[config.mk]
export PLATFORM = sky130hd
export DESIGN_NAME = spi_cmd_sequencer_flat
export DESIGN_NICKNAME = d
export VERILOG_FILES = /design/src/rtl/spi_cmd_sequencer_pkg.sv /design/src/rtl/spi_cmd_sequencer_if.sv /design/src/rtl/spi_cmd_sequencer_timer.sv /design/src/rtl/spi_cmd_sequencer.sv /design/src/flat_wrapper.sv
export SDC_FILE = /design/constraint.sdc
export NUM_CORES = 1
export LEC_CHECK = 0
export ABC_AREA = 1
export CELL_PAD_IN_SITES_DETAIL_PLACEMENT = 1
export CELL_PAD_IN_SITES_GLOBAL_PLACEMENT = 1
export CORE_AREA = 2 2 113 115
export CTS_CLUSTER_DIAMETER = 100
export DETAILED_ROUTE_END_ITERATION = 7
export DIE_AREA = 0 0 115 117
export MAX_ROUTING_LAYER = met4
export PLACE_DENSITY_LB_ADDON = 0.1
export SYNTH_ARGS = -nofsm -noshare
export SYNTH_HDL_FRONTEND = slang
export SYNTH_HIERARCHICAL = 1
export SYNTH_SLANG_ARGS = --single-unit
[constraint.sdc]
create_clock -name clk -period 3.35 [get_ports clk]
set_input_delay 0.67 -clock clk [delete_from_list [all_inputs] [get_ports clk]]
set_output_delay 0.67 -clock clk [all_outputs]
set_load 0.005 [all_outputs]
[src/rtl/spi_cmd_sequencer_pkg.sv]
// Shared constants for the SPI command sequencer: core register map, default widths
// and the FSM state encoding (also used by the bench for state checks).
package spi_cmd_sequencer_pkg;

    localparam int SPI_DATA_W = 32;
    localparam int SPI_ADDR_W = 3;

    localparam logic [SPI_ADDR_W-1:0] SPI_RX         = 3'd0;
    localparam logic [SPI_ADDR_W-1:0] SPI_TX         = 3'd1;
    localparam logic [SPI_ADDR_W-1:0] SPI_READY      = 3'd2;
    localparam logic [SPI_ADDR_W-1:0] SPI_INTRRPT_EN = 3'd3;

    localparam int SEQ_TIMER_W = 16;

    typedef enum logic [3:0] {
        ST_INIT    = 4'd0,
        ST_INIT_EN = 4'd1,
        ST_IDLE    = 4'd2,
        ST_WR_TX   = 4'd3,
        ST_GAP     = 4'd4,
        ST_WAIT    = 4'd5,
        ST_RD_RX   = 4'd6,
        ST_CAPT    = 4'd7,
        ST_RSP     = 4'd8
    } seq_state_t;

endpackage

[src/rtl/spi_cmd_sequencer_if.sv]
// Command/response streams plus the SPI core control port, seen from the sequencer
// (master) and from the environment that feeds it and models the core (slave).
interface spi_cmd_sequencer_if #(
    parameter int DATA_W = 32,
    parameter int ADDR_W = 3
);
    logic              cmd_valid;
    logic              cmd_ready;
    logic [DATA_W-1:0] cmd_data;
    logic              rsp_valid;
    logic              rsp_ready;
    logic [DATA_W-1:0] rsp_data;
    logic              rsp_err;
    logic [ADDR_W-1:0] address;
    logic [DATA_W-1:0] data_out;
    logic [DATA_W-1:0] data_in;
    logic              sel;
    logic              read;
    logic              write;
    logic              interrupt;

    modport master (
        input  cmd_valid, cmd_data, rsp_ready, data_in, interrupt,
        output cmd_ready, rsp_valid, rsp_data, rsp_err, address, data_out, sel, read, write
    );

    modport slave (
        output cmd_valid, cmd_data, rsp_ready, data_in, interrupt,
        input  cmd_ready, rsp_valid, rsp_data, rsp_err, address, data_out, sel, read, write
    );
endinterface

[src/rtl/spi_cmd_sequencer_timer.sv]
// Saturating wait-cycle timer for the sequencer; done flags that the count equals TIMEOUT.
module spi_seq_timer
    import spi_cmd_sequencer_pkg::*;
#(
    parameter int TIMEOUT = 65535
) (
    input  logic                   clk,
    input  logic                   rst,
    input  logic                   clear,
    input  logic                   enable,
    output logic [SEQ_TIMER_W-1:0] count,
    output logic                   done
);

    // Holds at all-ones rather than wrapping, so a long wait can never look fresh again.
    always_ff @(posedge clk or negedge rst) begin
        if (!rst) begin
            count <= '0;
        end else if (clear) begin
            count <= '0;
        end else if (enable && (count != {SEQ_TIMER_W{1'b1}})) begin
            count <= count + 1'b1;
        end
    end

    assign done = (count == SEQ_TIMER_W'(TIMEOUT));

endmodule

[src/rtl/spi_cmd_sequencer.sv]
// Hardware initiator for the SPI core: writes a command word to SPI_TX, waits for the
// core to finish (poll or interrupt), reads SPI_RX and returns the word on a response stream.
module spi_cmd_sequencer
    import spi_cmd_sequencer_pkg::*;
#(
    parameter int DATA_W   = SPI_DATA_W,
    parameter int ADDR_W   = SPI_ADDR_W,
    parameter bit USE_INTR = 1'b0,
    parameter int TIMEOUT  = 65535
) (
    input logic                  clk,
    input logic                  rst,
    spi_cmd_sequencer_if.master  bus
);

    seq_state_t             state;
    logic [SEQ_TIMER_W-1:0] timer_count;
    logic                   timer_done;
    logic                   ready_seen;

    spi_seq_timer #(.TIMEOUT(TIMEOUT)) u_timer (
        .clk    (clk),
        .rst    (rst),
        .clear  (state == ST_GAP),
        .enable (state == ST_WAIT),
        .count  (timer_count),
        .done   (timer_done)
    );

    // The first WAIT cycle (count still 0) carries no read data yet, so polling skips it.
    assign ready_seen   = USE_INTR ? bus.interrupt
                                   : ((timer_count != '0) && (bus.data_in != '0));
    assign bus.cmd_ready = (state == ST_IDLE);

    // Outputs are loaded on the edge that enters the state they belong to.
    always_ff @(posedge clk or negedge rst) begin
        if (!rst) begin
            state         <= ST_INIT;
            bus.rsp_valid <= 1'b0;
            bus.rsp_data  <= '0;
            bus.rsp_err   <= 1'b0;
            bus.address   <= '0;
            bus.data_out  <= '0;
            bus.sel       <= 1'b0;
            bus.read      <= 1'b0;
            bus.write     <= 1'b0;
        end else begin
            case (state)
                ST_INIT: begin
                    if (USE_INTR) begin
                        bus.sel      <= 1'b1;
                        bus.write    <= 1'b1;
                        bus.address  <= ADDR_W'(SPI_INTRRPT_EN);
                        bus.data_out <= DATA_W'(1);
                        state        <= ST_INIT_EN;
                    end else begin
                        state <= ST_IDLE;
                    end
                end
                ST_INIT_EN: begin
                    bus.sel   <= 1'b0;
                    bus.write <= 1'b0;
                    state     <= ST_IDLE;
                end
                ST_IDLE: begin
                    if (bus.cmd_valid) begin
                        bus.sel      <= 1'b1;
                        bus.write    <= 1'b1;
                        bus.address  <= ADDR_W'(SPI_TX);
                        bus.data_out <= bus.cmd_data;
                        state        <= ST_WR_TX;
                    end
                end
                ST_WR_TX: begin
                    bus.sel   <= 1'b0;
                    bus.write <= 1'b0;
                    state     <= ST_GAP;
                end
                ST_GAP: begin
                    if (!USE_INTR) begin
                        bus.sel     <= 1'b1;
                        bus.read    <= 1'b1;
                        bus.address <= ADDR_W'(SPI_READY);
                    end
                    state <= ST_WAIT;
                end
                ST_WAIT: begin
                    if (ready_seen) begin
                        bus.sel     <= 1'b1;
                        bus.read    <= 1'b1;
                        bus.address <= ADDR_W'(SPI_RX);
                        state       <= ST_RD_RX;
                    end else if (timer_done) begin
                        bus.sel       <= 1'b0;
                        bus.read      <= 1'b0;
                        bus.rsp_valid <= 1'b1;
                        bus.rsp_err   <= 1'b1;
                        bus.rsp_data  <= '0;
                        state         <= ST_RSP;
                    end
                end
                ST_RD_RX: begin
                    bus.sel  <= 1'b0;
                    bus.read <= 1'b0;
                    state    <= ST_CAPT;
                end
                ST_CAPT: begin
                    bus.rsp_data  <= bus.data_in;
                    bus.rsp_err   <= 1'b0;
                    bus.rsp_valid <= 1'b1;
                    state         <= ST_RSP;
                end
                ST_RSP: begin
                    if (bus.rsp_ready) begin
                        bus.rsp_valid <= 1'b0;
                        state         <= ST_IDLE;
                    end
                end
                default: begin
                    state <= ST_INIT;
                end
            endcase
        end
    end

endmodule

[src/flat_wrapper.sv]
// flat-port wrapper written by rule: the top's interface ports become plain ports
module spi_cmd_sequencer_flat import spi_cmd_sequencer_pkg::*;
#(
    parameter int DATA_W   = SPI_DATA_W,
    parameter int ADDR_W   = SPI_ADDR_W,
    parameter bit USE_INTR = 1'b0,
    parameter int TIMEOUT  = 65535
)
  (clk, rst, bus_cmd_valid, bus_cmd_data, bus_rsp_ready, bus_data_in, bus_interrupt, bus_cmd_ready, bus_rsp_valid, bus_rsp_data, bus_rsp_err, bus_address, bus_data_out, bus_sel, bus_read, bus_write);
  spi_cmd_sequencer_if #(.DATA_W(DATA_W), .ADDR_W(ADDR_W)) bus_i ();
  input logic clk;
  input logic rst;
  input wire logic [$bits(bus_i.cmd_valid)-1:0] bus_cmd_valid;
  input wire logic [$bits(bus_i.cmd_data)-1:0] bus_cmd_data;
  input wire logic [$bits(bus_i.rsp_ready)-1:0] bus_rsp_ready;
  input wire logic [$bits(bus_i.data_in)-1:0] bus_data_in;
  input wire logic [$bits(bus_i.interrupt)-1:0] bus_interrupt;
  output wire logic [$bits(bus_i.cmd_ready)-1:0] bus_cmd_ready;
  output wire logic [$bits(bus_i.rsp_valid)-1:0] bus_rsp_valid;
  output wire logic [$bits(bus_i.rsp_data)-1:0] bus_rsp_data;
  output wire logic [$bits(bus_i.rsp_err)-1:0] bus_rsp_err;
  output wire logic [$bits(bus_i.address)-1:0] bus_address;
  output wire logic [$bits(bus_i.data_out)-1:0] bus_data_out;
  output wire logic [$bits(bus_i.sel)-1:0] bus_sel;
  output wire logic [$bits(bus_i.read)-1:0] bus_read;
  output wire logic [$bits(bus_i.write)-1:0] bus_write;
  assign bus_i.cmd_valid = bus_cmd_valid;
  assign bus_i.cmd_data = bus_cmd_data;
  assign bus_i.rsp_ready = bus_rsp_ready;
  assign bus_i.data_in = bus_data_in;
  assign bus_i.interrupt = bus_interrupt;
  assign bus_cmd_ready = bus_i.cmd_ready;
  assign bus_rsp_valid = bus_i.rsp_valid;
  assign bus_rsp_data = bus_i.rsp_data;
  assign bus_rsp_err = bus_i.rsp_err;
  assign bus_address = bus_i.address;
  assign bus_data_out = bus_i.data_out;
  assign bus_sel = bus_i.sel;
  assign bus_read = bus_i.read;
  assign bus_write = bus_i.write;
  spi_cmd_sequencer #(.DATA_W(DATA_W), .ADDR_W(ADDR_W), .USE_INTR(USE_INTR), .TIMEOUT(TIMEOUT)) u_core (.clk(clk), .rst(rst), .bus(bus_i));
endmodule
==> flow_metrics.py, run 1 <==
metrics = {
    "final_layout": {
        "final_cell_mix": "nand2_1, clkdlybuf4s50_1, dfrtp_1",
        "fill_cells": 1448,
        "fin_nets": 693,
        "seqCellArea_mm2": 0.002277,
        "antennaDiodeCount": 0,
        "multi_input_area_mm2": 0.001841,
        "drive_above_1_share_pct": 11.80,
        "syn_to_final_growth_pct": 40.60,
        "postLayoutCellArea_mm2": 0.006210,
        "final_common_cell": "nand2_1",
    },
    "timing": {
        "skew_ns": 0.005188,
        "period_share_pct": 70.90,
        "min_period_ns": 2.375,
        "rsz0062_at_grt": "false",
        "hold_viol_final": 0,
        "fin_setup_tns_ns": 0,
        "slew_headroom_pct": 53.92,
        "slew_viol_final": 0,
        "worst_pin_slew_ns": 0.6912,
        "worst_slack_ns": 0.9750,
        "fmax_ghz": 0.4211,
        "setup_viol": 0,
        "holdWs_ns": 0.3747,
    },
    "clock_network": {
        "clk_pin_slew_ns": 0.06,
        "hold_buffers": 0,
        "clk_path_buf_depth": 2,
        "cts_setup_buffers": 0,
        "cts_resized": 0,
        "numCtsBuffers": 9,
        "htreeDepth": 3,
        "clk-insertion-delay-late_ns": 0.34,
        "clock_sinks": 91,
        "tritoncts": "yes",
        "cts_root_buf": "clkbuf_16",
    },
    "placed_design": {
        "dp_hpwl_mm": 8.862,
        "gp_congestion": 0.7980,
        "dp_worst_setup_slack_ns": 0.5807,
        "io_buffers": 139,
        "placed_area_mm2": 0.005926,
    },
    "logic_synthesis": {
        "synth_area_leaders": "dfrtp_1, nand2_1, mux2_4",
        "ys.flop_type": "dfrtp_1",
        "syn_inst": 482,
        "ys_types": 35,
        "synth-compound-area-share_pct": 4.334,
        "synth_enable_flop_cells": 0,
        "synth_xor_area_share_pct": 0.3966,
        "synth_adder_area_share_pct": 0.2833,
        "synth_largest_area_cell": "dfrtp_1",
        "synth_top_family_by_area": "simple AND/OR/NAND/NOR gates",
        "ys_warn_count": 6,
        "synth_fp_nets": 552,
        "postSynthRegisterBits": 91,
        "synthArstFlopShare_pct": 100.0,
        "synth_top_cell_area_share_pct": 51.56,
        "synthSimpleGateAreaFrac_pct": 26.03,
        "synth_area_per_cell_um2": 9.163,
        "netlist_area_mm2": 0.004417,
        "ys_seq_area_share_pct": 51.56,
        "muxShareOfSynthArea_pct": 10.54,
    },
    "die": {
        "coreArea_mm2": 0.01231,
        "die_x_um": 115,
        "rows": 41,
        "dieArea_mm2": 0.01346,
        "die_y_um": 117,
        "initial_core_util_pct": 35.87,
        "ios": 142,
    },
    "flow_run": {
        "drv_cap": 0,
    },
    "pwr": {
        "total_power_w": 0.004992,
        "p_leak_nw": 3.012,
        "ir_drop_uv": 335.6,
        "powerDensity_mw_per_mm2": 803.9,
    },
    "setup_path": {
        "r2r_cells": 10,
        "worstSetupEndpointType": "output port",
        "path_class": "flip-flop to output port",
        "crit_required_ns": 2.68,
        "worstPathArrival_ns": 1.70,
        "r2r-end": "u_core/bus.rsp_data[1]$_DFFE_PN0P_",
        "critical_path.startpoint_type": "flip-flop",
        "r2r-start": "u_core/u_timer/count[0]$_DFFE_PN0P_",
        "cp_max_fo": 4,
        "r2r_setup_slack_ns": 1.04,
    },
    "drt": {
        "route.detailed.drc": 0,
        "ant_nets": 0,
        "avgRoutedWirePerCell_um": 15.79,
        "vias": 3718,
        "drt_iter0_drc": 210,
        "viasPerCell": 4.785,
        "drt-total-wl_mm": 12.27,
        "drt-pass1-iter-count": 4,
    },
    "worst_hold_path": {
        "min-delay-path-class": "primary input to async pin",
    },
    "global_routing": {
        "grtUsageTotal_pct": 19.26,
        "grt.overflow.total": 0,
        "grt_pass1_wl_mm": 19.54,
        "first_global_vias": 3889,
        "antenna_found_initial": 0,
        "grt_max_degree": 51,
    },
    "outcome": {
        "outcome": "completed",
    },
}
-- registers in the layout, indices dropped and copies added, names as in the netlist --
signal	count
u_core/bus.rsp_err	1
u_core/bus.address	2
u_core/bus.read	1
u_core/bus.data_out	32
u_core/bus.write	1
u_core/bus.sel	1
u_core/state	4
u_core/bus.rsp_data	32
u_core/bus.rsp_valid	1
u_core/u_timer/count	16
-- logic make-up after synthesis --
group | after synthesis
AO/OA/AOI/OAI | 36
XOR/XNOR | 2
adder cells (fa/ha/maj) | 1
buffers and inverters | 64
flip-flops | 91
multiplexers | 32
other | 1
AND/OR/NAND/NOR | 255
-- cell usage after synthesis, types with 3 or more instances --
| master | count |
|---|---|
| buf_6 | 7 |
| nand4_1 | 14 |
| o21ai_0 | 12 |
| mux2_2 | 4 |
| inv_2 | 5 |
| inv_1 | 46 |
| nand2_1 | 157 |
| nand2_4 | 3 |
| a21oi_1 | 6 |
| nor2_1 | 42 |
| nor2_4 | 5 |
| mux2_4 | 28 |
| nor2_2 | 4 |
| nand3_1 | 19 |
| o21ai_1 | 14 |
| dfrtp_1 | 91 |
-- layer usage --
metal / vias to the layer above / wire length [um] / global-route usage [%] / share of wire [%]
met5: - / 0 / - / 0
met4: 0 / 195 / 7.470 / 1.6
met3: 12 / 504 / 3.141 / 4.1
met2: 86 / 5993 / 31.06 / 49
met1: 1814 / 5573 / 24.48 / 45
li1: 1806 / - / - / -
-- through the flow --
stage                     utilization (%)  std cells
after floorplan                         -        482
after CTS                           50.44        777
after global placement              48.13        762
after global routing                50.44        777
after detailed placement            48.13        762
final                               50.44        777
-- critical path, stage by stage (launching register included) --
cell	delay, ns
dfrtp_1	0.44
nor2_2	0.19
nand2_1	0.11
inv_2	0.10
clkdlybuf4s50_1	0.53
-- layout make-up --
| class | count | share of cell area, % |
|---|---|---|
| flip-flops and latches | 91 | 36.67 |
| multi-input cells | 327 | 29.64 |
| clock inverters | 4 | 0.8261 |
| repair buffers | 142 | 22.93 |
| well taps | 150 | 3.022 |
| inverters | 52 | 3.163 |
| clock buffers | 11 | 3.748 |
-- worst max-delay path by stage --
stage                                                endpoint                           startpoint  depth (start not counted)  slack (ns)
final                                           bus_cmd_ready          u_core/state[2]$_DFFE_PN0P_                          4        0.98
after CTS                  u_core/bus.rsp_data[1]$_DFFE_PN0P_                      bus_data_in[10]                         10        0.93
after global routing      u_core/bus.rsp_data[22]$_DFFE_PN0P_  u_core/u_timer/count[1]$_DFFE_PN0P_                         10        0.78
after floorplan           u_core/bus.rsp_data[12]$_DFFE_PN0P_  u_core/u_timer/count[1]$_DFFE_PN0P_                         11        1.58
after detailed placement   u_core/bus.rsp_data[1]$_DFFE_PN0P_                       bus_data_in[8]                         10        0.58
after global placement     u_core/bus.rsp_data[1]$_DFFE_PN0P_                       bus_data_in[8]                         10        0.69
-- power breakdown --
group	switching, W	total, W	internal [W]	leakage (nW)
registers	0.000267	0.00180	0.00153	1.15
clock network	0.000426	0.00100	0.000576	0.136
logic	0.000913	0.00219	0.00128	1.73
No activity file was read; power rests on OpenSTA's default activity.
==> run 2: changes to the inputs <==
CORE_AREA = 2 2 123 125   (was 2 2 113 115)
DIE_AREA = 0 0 125 127   (was 0 0 115 117)
clock period = 2 ns   (was 3.35 ns; I/O delays follow)
==> run 2 against run 1 <==
Clock skew up 0.0022 ns. Sequential share of layout area fell by 1.6 points. Final cell count rose by 7.2%. Setup slack got worse by 0.78 ns. Global-route usage down 2.4 points. Combinational power up 77%. Critical path type is now flip-flop to flip-flop. Highest routed layer unchanged.
==> flow_metrics.py, run 2 (synthesis results as in run 1) <==
metrics = {
    "pwr": {
        "p_sw_w": 0.002751,
        "ir_drop_uv": 521.0,
        "power_frac_seq_pct": 34.8,
        "total_power_w": 0.008608,
        "clkPwrFrac_pct": 20.2,
        "combPwrFrac_pct": 45.0,
        "powerDensity_mw_per_mm2": 1324,
        "p_int_w": 0.005857,
        "p_leak_nw": 3.143,
        "switching_share_pct": 31.96,
    },
    "timing": {
        "fmax_ghz": 0.5544,
        "skew_ns": 0.007390,
        "period_share_pct": 90.19,
        "fin_setup_tns_ns": 0,
        "rsz0062_at_grt": "false",
        "worst_slack_ns": 0.1962,
        "hold_viol_final": 0,
        "min_period_ns": 1.804,
        "slew_viol_final": 0,
        "holdWs_ns": 0.4740,
        "setup_viol": 0,
    },
    "clock_network": {
        "htreeDepth": 3,
        "clk_path_buf_depth": 2,
        "cts_root_buf": "clkbuf_16",
        "clock_sinks": 91,
        "clk-insertion-delay-late_ns": 0.34,
        "clk_pin_slew_ns": 0.07,
        "numCtsBuffers": 9,
        "tritoncts": "yes",
    },
    "final_layout": {
        "fin_cells": 833,
        "final_common_cell": "nand2_1",
        "reg_top3": "u_core/bus.data_out: 32 flops, u_core/bus.rsp_data: 32 flops, u_core/u_timer/count: 16 flops",
        "syn_to_final_growth_pct": 47.17,
        "drive_above_1_share_pct": 15.56,
        "final_cell_mix": "nand2_1, clkdlybuf4s50_1, dfrtp_1",
        "fin_nets": 715,
        "fill_cells": 1675,
        "antennaDiodeCount": 0,
    },
    "setup_path": {
        "max_stage_delay_ns": 0.36,
        "cp_num_buf_inv": 3,
        "crit_chain": "ha_2, nand2_2, nor2_4, nand3_1, nor3_2, buf_4, nor2_4, inv_2, nand3_4, buf_4, nand2_1, nand2_1",
        "r2r-end": "u_core/bus.rsp_data[10]$_DFFE_PN0P_",
        "r2r-start": "u_core/u_timer/count[0]$_DFFE_PN0P_",
        "path_delay_family": "simple AND/OR/NAND/NOR gates",
        "crit_required_ns": 2.23,
        "cp_max_fo": 14,
        "r2r_setup_slack_ns": 0.20,
        "critical_path.slowest_cell": "dfrtp_1",
        "r2r_cells": 12,
        "startpoint": "u_core/u_timer/count[0]$_DFFE_PN0P_",
        "worstSetupEndpointType": "flip-flop",
        "path_class": "flip-flop to flip-flop",
        "worstPathArrival_ns": 2.04,
        "critical_path.startpoint_type": "flip-flop",
    },
    "placed_design": {
        "dp.cells": 816,
        "io_buffers": 139,
        "dp_worst_setup_slack_ns": -0.1741,
        "dp_hpwl_mm": 9.482,
        "gp_congestion": 0.7852,
    },
    "global_routing": {
        "grt.overflow.total": 0,
        "grt_pass1_wl_mm": 21.07,
        "grtUsageTotal_pct": 16.88,
        "antenna_found_initial": 0,
        "grt_max_degree": 38,
        "first_global_vias": 4258,
    },
    "die": {
        "initial_core_util_pct": 30.62,
        "ios": 142,
        "die_y_um": 127,
        "rows": 44,
        "die_x_um": 125,
        "dieArea_mm2": 0.01588,
        "coreArea_mm2": 0.01442,
    },
    "drt": {
        "drt-pass1-iter-count": 4,
        "viasPerCell": 4.561,
        "drt-total-wl_mm": 12.64,
        "drt_iter0_drc": 129,
        "route.detailed.drc": 0,
        "vias": 3799,
        "ant_nets": 0,
        "avgRoutedWirePerCell_um": 15.18,
    },
    "outcome": {
        "outcome": "completed",
    },
    "worst_hold_path": {
        "min-delay-path-class": "flip-flop to flip-flop",
        "holdPathStages": 2,
        "worstHoldStart": "u_core/bus.rsp_data[26]$_DFFE_PN0P_",
        "holdPathEnd": "u_core/bus.rsp_data[26]$_DFFE_PN0P_",
    },
    "flow_run": {
        "drv_cap": 0,
    },
}
## run 2: cell count changes in the layout (fill, tap and decap cells not counted), sizes merged
cell | before | now
dlygate4sd2 | 0 | 1
clkinvlp | 1 | 3
clkbuf | 11 | 10
buf | 4 | 25
dlygate4sd3 | 0 | 1
clkinv | 2 | 1
clkdlybuf4s50 | 138 | 137
## run 2: worst register-to-register path, delay by kind of cell (launching register included)
family                   cells  cell delay [ns]
adder cells (fa/ha/maj)      1             0.21
buffers and inverters        3             0.41
flip-flops                   1             0.36
AND/OR/NAND/NOR              8             0.72
## run 2: stage by stage
| stage | cell area, um^2 | utilization [%] |
|---|---|---|
| after CTS | 6492 | 45.01 |
| after global routing | 6500 | 45.06 |
| after global placement | 6168 | 42.77 |
| after floorplan | 4417 | - |
| final | 6500 | 45.06 |
| after detailed placement | 6168 | 42.77 |
## run 2: repair_timing
item | CTS | global route
hold buffers | 1 | 0
endpoints found under the setup margin | 1 | 23
setup buffers | 1 | 0
endpoints found under the hold margin | 15 | 0
gates resized for setup | 4 | 2
## run 2: worst max-delay path by stage
stage	to	cells past startpoint
4_1_cts	u_core/bus.rsp_data[10]$_DFFE_PN0P_	12
2_1_floorplan	u_core/bus.rsp_data[12]$_DFFE_PN0P_	11
3_3_place_gp	u_core/bus.rsp_data[17]$_DFFE_PN0P_	11
3_5_place_dp	u_core/bus.rsp_data[10]$_DFFE_PN0P_	11
5_1_grt	u_core/bus.rsp_data[19]$_DFFE_PN0P_	11
6_report	u_core/bus.rsp_data[10]$_DFFE_PN0P_	12
## run 2: area by class of cell
type / count / area, um^2 / area share, %
repair buffers: 164 / 1640 / 25.24
inverters: 52 / 196.4 / 3.022
well taps: 184 / 230.2 / 3.542
multi-input cells: 327 / 1853 / 28.51
flip-flops and latches: 91 / 2280 / 35.07
clock inverters: 5 / 61.31 / 0.9432
clock buffers: 10 / 239.0 / 3.677
## run 2: power groups by stage
stage	clock, W	sequential, W	combinational, W
global route	0.00189	0.00310	0.00423
CTS	0.00180	0.00300	0.00394
global placement	0	0.00299	0.00383
detailed placement	0	0.00302	0.00390
finish	0.00174	0.00299	0.00387
floorplan	0	0.00303	0.00180
## run 2: metal layers
| metal | vias up | track usage (%) | routed length (um) |
|---|---|---|---|
| met5 | - | - | 0 |
| met4 | 0 | 5.621 | 206 |
| met3 | 13 | 3.057 | 504 |
| met2 | 83 | 27.59 | 6036 |
| met1 | 1854 | 21.36 | 5895 |
| li1 | 1849 | - | - |
==> run 3: changes to the inputs <==
SLEW_MARGIN = 20   (was default)
==> results of run 3 <==
Final layout, timing and power as in run 2 (identical DEF).
